==> config.mk <==
export PLATFORM = sky130hd
export DESIGN_NAME = burst_cons_flat
export DESIGN_NICKNAME = d
export VERILOG_FILES = /design/src/rtl/burst_cons_pkg.sv /design/src/rtl/burst_cons_if.sv /design/src/rtl/burst_cons_acc.sv /design/src/rtl/burst_cons.sv /design/src/flat_wrapper.sv
export SDC_FILE = /design/constraint.sdc
export NUM_CORES = 1
export LEC_CHECK = 0
export CORE_MARGIN = 2
export CORE_UTILIZATION = 50
export DETAILED_ROUTE_END_ITERATION = 10
export DONT_BUFFER_PORTS = 1
export PLACE_DENSITY = 0.64
export SYNTH_ARGS = -nofsm -noshare
export SYNTH_HDL_FRONTEND = slang
export SYNTH_HIERARCHICAL = 1
export SYNTH_SLANG_ARGS = --single-unit
==> constraint.sdc <==
create_clock -name clk -period 6.12 [get_ports clk]
set_input_delay 0.612 -clock clk [delete_from_list [all_inputs] [get_ports clk]]
set_output_delay 0.612 -clock clk [all_outputs]
set_load 0.05 [all_outputs]
==> src/rtl/burst_cons_pkg.sv <==
// Shared definitions for the lab8 burst stream: FSM state type, field widths,
// length saturation point and the default legal burst-length window (3..5)
// that the producer and the consumer both use.
package burst_pkg;

    typedef enum logic [0:0] {
        IDLE = 1'b0,
        RECV = 1'b1
    } burst_state_e;

    localparam int LEN_W       = 4;
    localparam int LEN_SAT     = 15;
    localparam int DATA_W      = 8;
    localparam int MIN_LEN_DEF = 3;
    localparam int MAX_LEN_DEF = 5;

    // Larger of two bytes.
    function automatic logic [DATA_W-1:0] byte_max(input logic [DATA_W-1:0] a,
                                                  input logic [DATA_W-1:0] b);
        logic [DATA_W-1:0] r;
        if (a > b) begin
            r = a;
        end else begin
            r = b;
        end
        return r;
    endfunction

    // One step of the running XOR check byte.
    function automatic logic [DATA_W-1:0] chk_fold(input logic [DATA_W-1:0] acc,
                                                  input logic [DATA_W-1:0] d);
        return acc ^ d;
    endfunction

endpackage

==> src/rtl/burst_cons_if.sv <==
// Producer -> consumer burst stream plus the consumer's report bus.
// Optional check byte rpt_chk is present when BURST_CONS_CHK_EN is defined.
interface burst_cons_if #(
    parameter int SUM_W = 12,
    parameter int CNT_W = 16
);
    import burst_pkg::*;

    logic              val;
    logic [DATA_W-1:0] data;
    logic              rpt_val;
    logic [LEN_W-1:0]  rpt_len;
    logic [SUM_W-1:0]  rpt_sum;
    logic [DATA_W-1:0] rpt_max;
    logic              rpt_err;
    logic [CNT_W-1:0]  burst_cnt;
`ifdef BURST_CONS_CHK_EN
    logic [DATA_W-1:0] rpt_chk;
`endif

    // Producer side: drives the stream, observes reports.
    modport master (
        output val,
        output data,
`ifdef BURST_CONS_CHK_EN
        input  rpt_chk,
`endif
        input  rpt_val,
        input  rpt_len,
        input  rpt_sum,
        input  rpt_max,
        input  rpt_err,
        input  burst_cnt
    );

    // Consumer side: samples the stream, drives reports.
    modport slave (
        input  val,
        input  data,
`ifdef BURST_CONS_CHK_EN
        output rpt_chk,
`endif
        output rpt_val,
        output rpt_len,
        output rpt_sum,
        output rpt_max,
        output rpt_err,
        output burst_cnt
    );

endinterface

==> src/rtl/burst_cons_acc.sv <==
// burst_acc: per-burst accumulator (length, saturating byte sum, max byte and,
// with BURST_CONS_CHK_EN, XOR check byte). load starts a new burst with the
// current byte, acc folds the current byte in. Once the length reaches its
// saturation point the burst statistics freeze, so a report always describes
// the first 15 bytes of an over-long burst (15 x 255 still fits the sum).
module burst_acc
    import burst_pkg::*;
#(
    parameter int SUM_W = 12
) (
    input  logic              clk,
    input  logic              rst,
    input  logic              load,
    input  logic              acc,
    input  logic [DATA_W-1:0] data,
`ifdef BURST_CONS_CHK_EN
    output logic [DATA_W-1:0] chk,
`endif
    output logic [LEN_W-1:0]  len,
    output logic [SUM_W-1:0]  sum,
    output logic [DATA_W-1:0] max
);

    localparam logic [LEN_W-1:0] LEN_SAT_V = LEN_W'(LEN_SAT);

    logic [LEN_W-1:0]  len_r,  len_nxt_s;
    logic [SUM_W-1:0]  sum_r,  sum_nxt_s;
    logic [DATA_W-1:0] max_r,  max_nxt_s;
    logic [SUM_W:0]    sum_ext_s;
`ifdef BURST_CONS_CHK_EN
    logic [DATA_W-1:0] chk_r,  chk_nxt_s;
`endif

    // Next-state of the accumulators: load, saturating accumulate, or hold.
    always_comb begin
        len_nxt_s = len_r;
        sum_nxt_s = sum_r;
        max_nxt_s = max_r;
`ifdef BURST_CONS_CHK_EN
        chk_nxt_s = chk_r;
`endif
        sum_ext_s = {1'b0, sum_r} + {{(SUM_W + 1 - DATA_W){1'b0}}, data};
        if (load) begin
            len_nxt_s = {{(LEN_W - 1){1'b0}}, 1'b1};
            sum_nxt_s = {{(SUM_W - DATA_W){1'b0}}, data};
            max_nxt_s = data;
`ifdef BURST_CONS_CHK_EN
            chk_nxt_s = data;
`endif
        end else if (acc && (len_r != LEN_SAT_V)) begin
            len_nxt_s = len_r + {{(LEN_W - 1){1'b0}}, 1'b1};
            if (sum_ext_s[SUM_W]) begin
                sum_nxt_s = {SUM_W{1'b1}};
            end else begin
                sum_nxt_s = sum_ext_s[SUM_W-1:0];
            end
            max_nxt_s = byte_max(max_r, data);
`ifdef BURST_CONS_CHK_EN
            chk_nxt_s = chk_fold(chk_r, data);
`endif
        end else begin
            len_nxt_s = len_r;
            sum_nxt_s = sum_r;
            max_nxt_s = max_r;
        end
    end

    // Accumulator registers.
    always_ff @(posedge clk or posedge rst) begin
        if (rst) begin
            len_r <= {LEN_W{1'b0}};
            sum_r <= {SUM_W{1'b0}};
            max_r <= {DATA_W{1'b0}};
`ifdef BURST_CONS_CHK_EN
            chk_r <= {DATA_W{1'b0}};
`endif
        end else begin
            len_r <= len_nxt_s;
            sum_r <= sum_nxt_s;
            max_r <= max_nxt_s;
`ifdef BURST_CONS_CHK_EN
            chk_r <= chk_nxt_s;
`endif
        end
    end

    assign len = len_r;
    assign sum = sum_r;
    assign max = max_r;
`ifdef BURST_CONS_CHK_EN
    assign chk = chk_r;
`endif

endmodule

==> src/rtl/burst_cons.sv <==
// burst_cons: consumer end of the lab8 val/data burst stream. Samples every
// cycle, accumulates per-burst statistics and emits a one-cycle registered
// summary report the cycle after the burst's first idle sample, flagging
// bursts whose length lies outside MIN_LEN..MAX_LEN. A new burst may start in
// the same cycle as the report of the previous one.
// Optional feature macro: BURST_CONS_CHK_EN adds rpt_chk (XOR of burst bytes).
module burst_cons
    import burst_pkg::*;
#(
    parameter int MIN_LEN = MIN_LEN_DEF,
    parameter int MAX_LEN = MAX_LEN_DEF,
    parameter int SUM_W   = 12,
    parameter int CNT_W   = 16
) (
    input  logic         clk,
    input  logic         rst,
    burst_cons_if.slave  bus
);

    localparam logic [LEN_W-1:0] MIN_LEN_V = LEN_W'(MIN_LEN);
    localparam logic [LEN_W-1:0] MAX_LEN_V = LEN_W'(MAX_LEN);

    burst_state_e      state_r, state_nxt_s;
    logic              load_s, acc_s, fire_s, err_s;
    logic [LEN_W-1:0]  acc_len_s;
    logic [SUM_W-1:0]  acc_sum_s;
    logic [DATA_W-1:0] acc_max_s;

    logic              rpt_val_r;
    logic [LEN_W-1:0]  rpt_len_r;
    logic [SUM_W-1:0]  rpt_sum_r;
    logic [DATA_W-1:0] rpt_max_r;
    logic              rpt_err_r;
    logic [CNT_W-1:0]  burst_cnt_r;
`ifdef BURST_CONS_CHK_EN
    logic [DATA_W-1:0] acc_chk_s;
    logic [DATA_W-1:0] rpt_chk_r;
`endif

    burst_acc #(
        .SUM_W (SUM_W)
    ) u_acc (
        .clk  (clk),
        .rst  (rst),
        .load (load_s),
        .acc  (acc_s),
        .data (bus.data),
`ifdef BURST_CONS_CHK_EN
        .chk  (acc_chk_s),
`endif
        .len  (acc_len_s),
        .sum  (acc_sum_s),
        .max  (acc_max_s)
    );

    // FSM state register.
    always_ff @(posedge clk or posedge rst) begin
        if (rst) begin
            state_r <= IDLE;
        end else begin
            state_r <= state_nxt_s;
        end
    end

    // FSM next state and accumulator/report controls.
    always_comb begin
        state_nxt_s = state_r;
        load_s      = 1'b0;
        acc_s       = 1'b0;
        fire_s      = 1'b0;
        case (state_r)
            IDLE: begin
                if (bus.val) begin
                    load_s      = 1'b1;
                    state_nxt_s = RECV;
                end else begin
                    state_nxt_s = IDLE;
                end
            end
            RECV: begin
                if (bus.val) begin
                    acc_s       = 1'b1;
                    state_nxt_s = RECV;
                end else begin
                    fire_s      = 1'b1;
                    state_nxt_s = IDLE;
                end
            end
            default: begin
                state_nxt_s = IDLE;
            end
        endcase
    end

    // Length-window check on the finished burst.
    always_comb begin
        err_s = (acc_len_s < MIN_LEN_V) || (acc_len_s > MAX_LEN_V);
    end

    // Report registers: pulse rpt_val, capture fields, count bursts; fields hold between reports.
    always_ff @(posedge clk or posedge rst) begin
        if (rst) begin
            rpt_val_r   <= 1'b0;
            rpt_len_r   <= {LEN_W{1'b0}};
            rpt_sum_r   <= {SUM_W{1'b0}};
            rpt_max_r   <= {DATA_W{1'b0}};
            rpt_err_r   <= 1'b0;
            burst_cnt_r <= {CNT_W{1'b0}};
`ifdef BURST_CONS_CHK_EN
            rpt_chk_r   <= {DATA_W{1'b0}};
`endif
        end else begin
            rpt_val_r <= fire_s;
            if (fire_s) begin
                rpt_len_r   <= acc_len_s;
                rpt_sum_r   <= acc_sum_s;
                rpt_max_r   <= acc_max_s;
                rpt_err_r   <= err_s;
                burst_cnt_r <= burst_cnt_r + {{(CNT_W - 1){1'b0}}, 1'b1};
`ifdef BURST_CONS_CHK_EN
                rpt_chk_r   <= acc_chk_s;
`endif
            end
        end
    end

    assign bus.rpt_val   = rpt_val_r;
    assign bus.rpt_len   = rpt_len_r;
    assign bus.rpt_sum   = rpt_sum_r;
    assign bus.rpt_max   = rpt_max_r;
    assign bus.rpt_err   = rpt_err_r;
    assign bus.burst_cnt = burst_cnt_r;
`ifdef BURST_CONS_CHK_EN
    assign bus.rpt_chk   = rpt_chk_r;
`endif

endmodule

==> src/flat_wrapper.sv <==
// flat-port wrapper written by rule: the top's interface ports become plain ports
module burst_cons_flat import burst_pkg::*;
#(
    parameter int MIN_LEN = MIN_LEN_DEF,
    parameter int MAX_LEN = MAX_LEN_DEF,
    parameter int SUM_W   = 12,
    parameter int CNT_W   = 16
)
  (clk, rst, bus_val, bus_data, bus_rpt_val, bus_rpt_len, bus_rpt_sum, bus_rpt_max, bus_rpt_err, bus_burst_cnt);
  burst_cons_if #(.SUM_W(SUM_W), .CNT_W(CNT_W)) bus_i ();
  input  logic clk;
  input  logic rst;
  input wire logic [$bits(bus_i.val)-1:0] bus_val;
  input wire logic [$bits(bus_i.data)-1:0] bus_data;
  output wire logic [$bits(bus_i.rpt_val)-1:0] bus_rpt_val;
  output wire logic [$bits(bus_i.rpt_len)-1:0] bus_rpt_len;
  output wire logic [$bits(bus_i.rpt_sum)-1:0] bus_rpt_sum;
  output wire logic [$bits(bus_i.rpt_max)-1:0] bus_rpt_max;
  output wire logic [$bits(bus_i.rpt_err)-1:0] bus_rpt_err;
  output wire logic [$bits(bus_i.burst_cnt)-1:0] bus_burst_cnt;
  assign bus_i.val = bus_val;
  assign bus_i.data = bus_data;
  assign bus_rpt_val = bus_i.rpt_val;
  assign bus_rpt_len = bus_i.rpt_len;
  assign bus_rpt_sum = bus_i.rpt_sum;
  assign bus_rpt_max = bus_i.rpt_max;
  assign bus_rpt_err = bus_i.rpt_err;
  assign bus_burst_cnt = bus_i.burst_cnt;
  burst_cons #(.MIN_LEN(MIN_LEN), .MAX_LEN(MAX_LEN), .SUM_W(SUM_W), .CNT_W(CNT_W)) u_core (.clk(clk), .rst(rst), .bus(bus_i));
endmodule
==> qor.csv <==
metric;value;unit
status;finished, final reports clean;
footprint of the multi-input gates;0.00165;mm2
worst-path fanout max;16;
synthesized flop and latch total;67;
drt pass-1 iters;4;
Synth Area in XOR/XNOR;0.0534;
CTS Hold Buffers Added;0;
Filler Cell Count;577;
global-route wire length before repair;11400;um
count of pins over their slew limit;0;
grt ovf;0;
Final Wtd Congestion;0.829;
CTS tree;built;
crit end category;flop;
Port Buffers;0;
top cell type by total area after synthesis;dfrtp_1;
Placement Setup Slack;3.61;ns
Overall Global Routing Usage;0.197;
total die area;0.00757;mm2
Reg clk slew, reported paths;0.07;ns
Final HPWL DP;5060;um
Data required, critical path;6.34;ns
number of synthesized flops with an enable pin;0;
vias in the first global route;2322;
synth warn;6;
Synth Area in Adders;0.0712;
fin nets;337;
Synth Flop Type;dfrtp_1;
sequential area share after synthesis;0.487;
top post-synthesis cells by area;dfrtp_1 (49%), mux2_2 (11%), ha_1 (6.5%);
Routed Antenna Nets;0;
fmax;418;MHz
largest net degree at the start of global routing;35;
Post-Syn Nets;336;
Avg Vias per Cell;6.05;
io pins;53;
Setup CP Type;flop to flop;
final routed DRC violation total;0;
fin crit period;2.39;ns
via count;2371;
clock sink count;67;
Commonest cells post-synth;dfrtp_1 (67), mux2_2 (34), ha_1 (18);
share of cells above drive strength 1;0.186;
Power per Cell Area;408;mW/mm2
synthesized area per cell;11.3;um2
Die X;87.0;um
period utilization;0.391;
Slew @ Worst Pin;0.998;ns
IR Drop Worst-Case VDD;0.000310;V
post-synthesis mux area share;0.111;
Clock Path Buffers;2;
H-tree Lvls;3;
post-synthesis compound-gate area fraction;0.134;
final wirelength;7020;um
simple-gate portion of the synthesized area;0.108;
Final setup viols;0;
Clock Latency Late Sink;0.34;ns
WL/cell;17.9;um
area grow syn2layout;7.81;%
Slew Limit Headroom;0.334;
fin area;0.00371;mm2
final worst slack;3.73;ns
synthesized instance count;306;
Overall Power;1.52;mW
Iter 0 DRT Violations;108;
core area;0.00672;mm2
Resize count post-CTS;0;
Fin Clk Skew;0.00727;ns
number of CTS-inserted buffers;9;
CTS Root Cell;clkbuf_8;
starting density of the core;0.512;
WP data arrival;2.61;ns
die height;87.0;um
initial antenna violation count;0;
row count;30;
dpl cell area;0.00350;mm2
synthesized area;0.00344;mm2
asr flop ratio synth;1.00;
setup bufs post-CTS;0;
Hold WC Path Type;input port to asynchronous set/reset pin;
maxcap violations;0;
number of diodes;0;
post-synth top area share;0.487;
FF+latch area;0.00168;mm2
Final Core Density;0.553;
CP Launch Type;flop;
Leak;1.62;nW
count leader, synth;dfrtp_1;
Cell variety after synth;50;
largest family of logic cells by synthesized area;compound AO/OA/AOI/OAI gates;
RSZ-0062 raised after global routing;no;
setup_tns;0;ns
final hold viol count;0;
## cell usage in the layout, fill, tap and decap left out, types with 4 or more instances in the layout
| master | netlist | layout |
|---|---|---|
| dfrtp_1 | 67 | 67 |
| mux2_2 | 34 | 34 |
| ha_1 | 18 | 18 |
| inv_1 | 17 | 16 |
| a21oi_1 | 15 | 15 |
| nand2_1 | 14 | 14 |
| xnor2_1 | 14 | 14 |
| o21ai_0 | 13 | 13 |
| nor2_1 | 12 | 12 |
| clkbuf_8 | 0 | 9 |
| a211oi_1 | 9 | 9 |
| nand3_1 | 8 | 8 |
| nand4_1 | 8 | 8 |
| xor2_1 | 7 | 7 |
| o22ai_1 | 6 | 6 |
| nor2b_1 | 5 | 4 |
| nor3_1 | 4 | 4 |
## area by class of cell
cell class,instances,share of cell area
Tap cell,80,0.0270
Inverter,17,0.0172
Clock inverter,5,0.0209
Multi-Input combinational cell,210,0.444
Timing Repair Buffer,2,0.00404
Clock buffer,11,0.0354
Sequential cell,67,0.452
## flip-flops by register name, indices dropped and copies added, names as in the netlist
register / flops
u_core/bus.rpt_max: 8
u_core/bus.burst_cnt: 16
u_core/u_acc/max: 8
u_core/bus.rpt_err: 1
u_core/state_r: 1
u_core/bus.rpt_val: 1
u_core/bus.rpt_sum: 12
u_core/u_acc/len: 4
u_core/bus.rpt_len: 4
u_core/u_acc/sum: 12
## critical path: stages (launching register included)
cell and delay, ns:
dfrtp_1 0.43, ha_1 0.23, nand3_1 0.11, and2_1 0.49, o211ai_1 0.20, o21ai_2 0.42
mux2_2 0.39
## final timing paths
| path | cells after the start | slack, ns | end | startpoint |
|---|---|---|---|---|
| setup / recovery | 6 | 3.73 | u_core/u_acc/max[2] | u_core/u_acc/len[0] |
| hold / removal | 1 | 0.09 | u_core/bus.burst_cnt[14] | rst |
| setup reg to reg | 6 | 3.73 | u_core/u_acc/max[2] | u_core/u_acc/len[0] |
| hold reg to reg | 1 | 0.53 | u_core/bus.rpt_max[0] | u_core/u_acc/max[0] |
| max in group asynchronous | 1 | 5.11 | u_core/u_acc/sum[0] | rst |
| min in group clk | 0 | 0.30 | u_core/state_r | bus_val |
## metal layers
metal	vias up	GRT usage	share of wire
met1	1172	0.263	0.46
met3	15	0.0607	0.056
li1	1115	-	-
met2	69	0.301	0.47
met4	0	0.0724	0.019
met5	-	0	0
## through the flow
stage          hold slack, ns  cells
2_1_floorplan           0.498    306
3_3_place_gp            0.457    376
3_5_place_dp            0.461    376
4_1_cts                0.0902    392
5_1_grt                 0.107    392
6_report               0.0923    392
## cells by family (layout without fill, tap and decap cells)
| kind of cell | count (synthesis) | count (layout) |
|---|---|---|
| buffers and inverters | 29 | 35 |
| adder cells (fa/ha/maj) | 19 | 19 |
| multiplexers | 34 | 34 |
| XOR/XNOR | 21 | 21 |
| AO/OA/AOI/OAI | 68 | 68 |
| AND/OR/NAND/NOR | 68 | 68 |
| flip-flops | 67 | 67 |
## power by group
part           leakage (nW)  total (mW)  internal [mW]  switching, mW
Combinational         0.677       0.296          0.143          0.153
Sequential            0.835       0.830          0.529          0.302
Clock                 0.103       0.390          0.228          0.162
Total                  1.62        1.52          0.900          0.616
(Power assumes the default switching activity.)
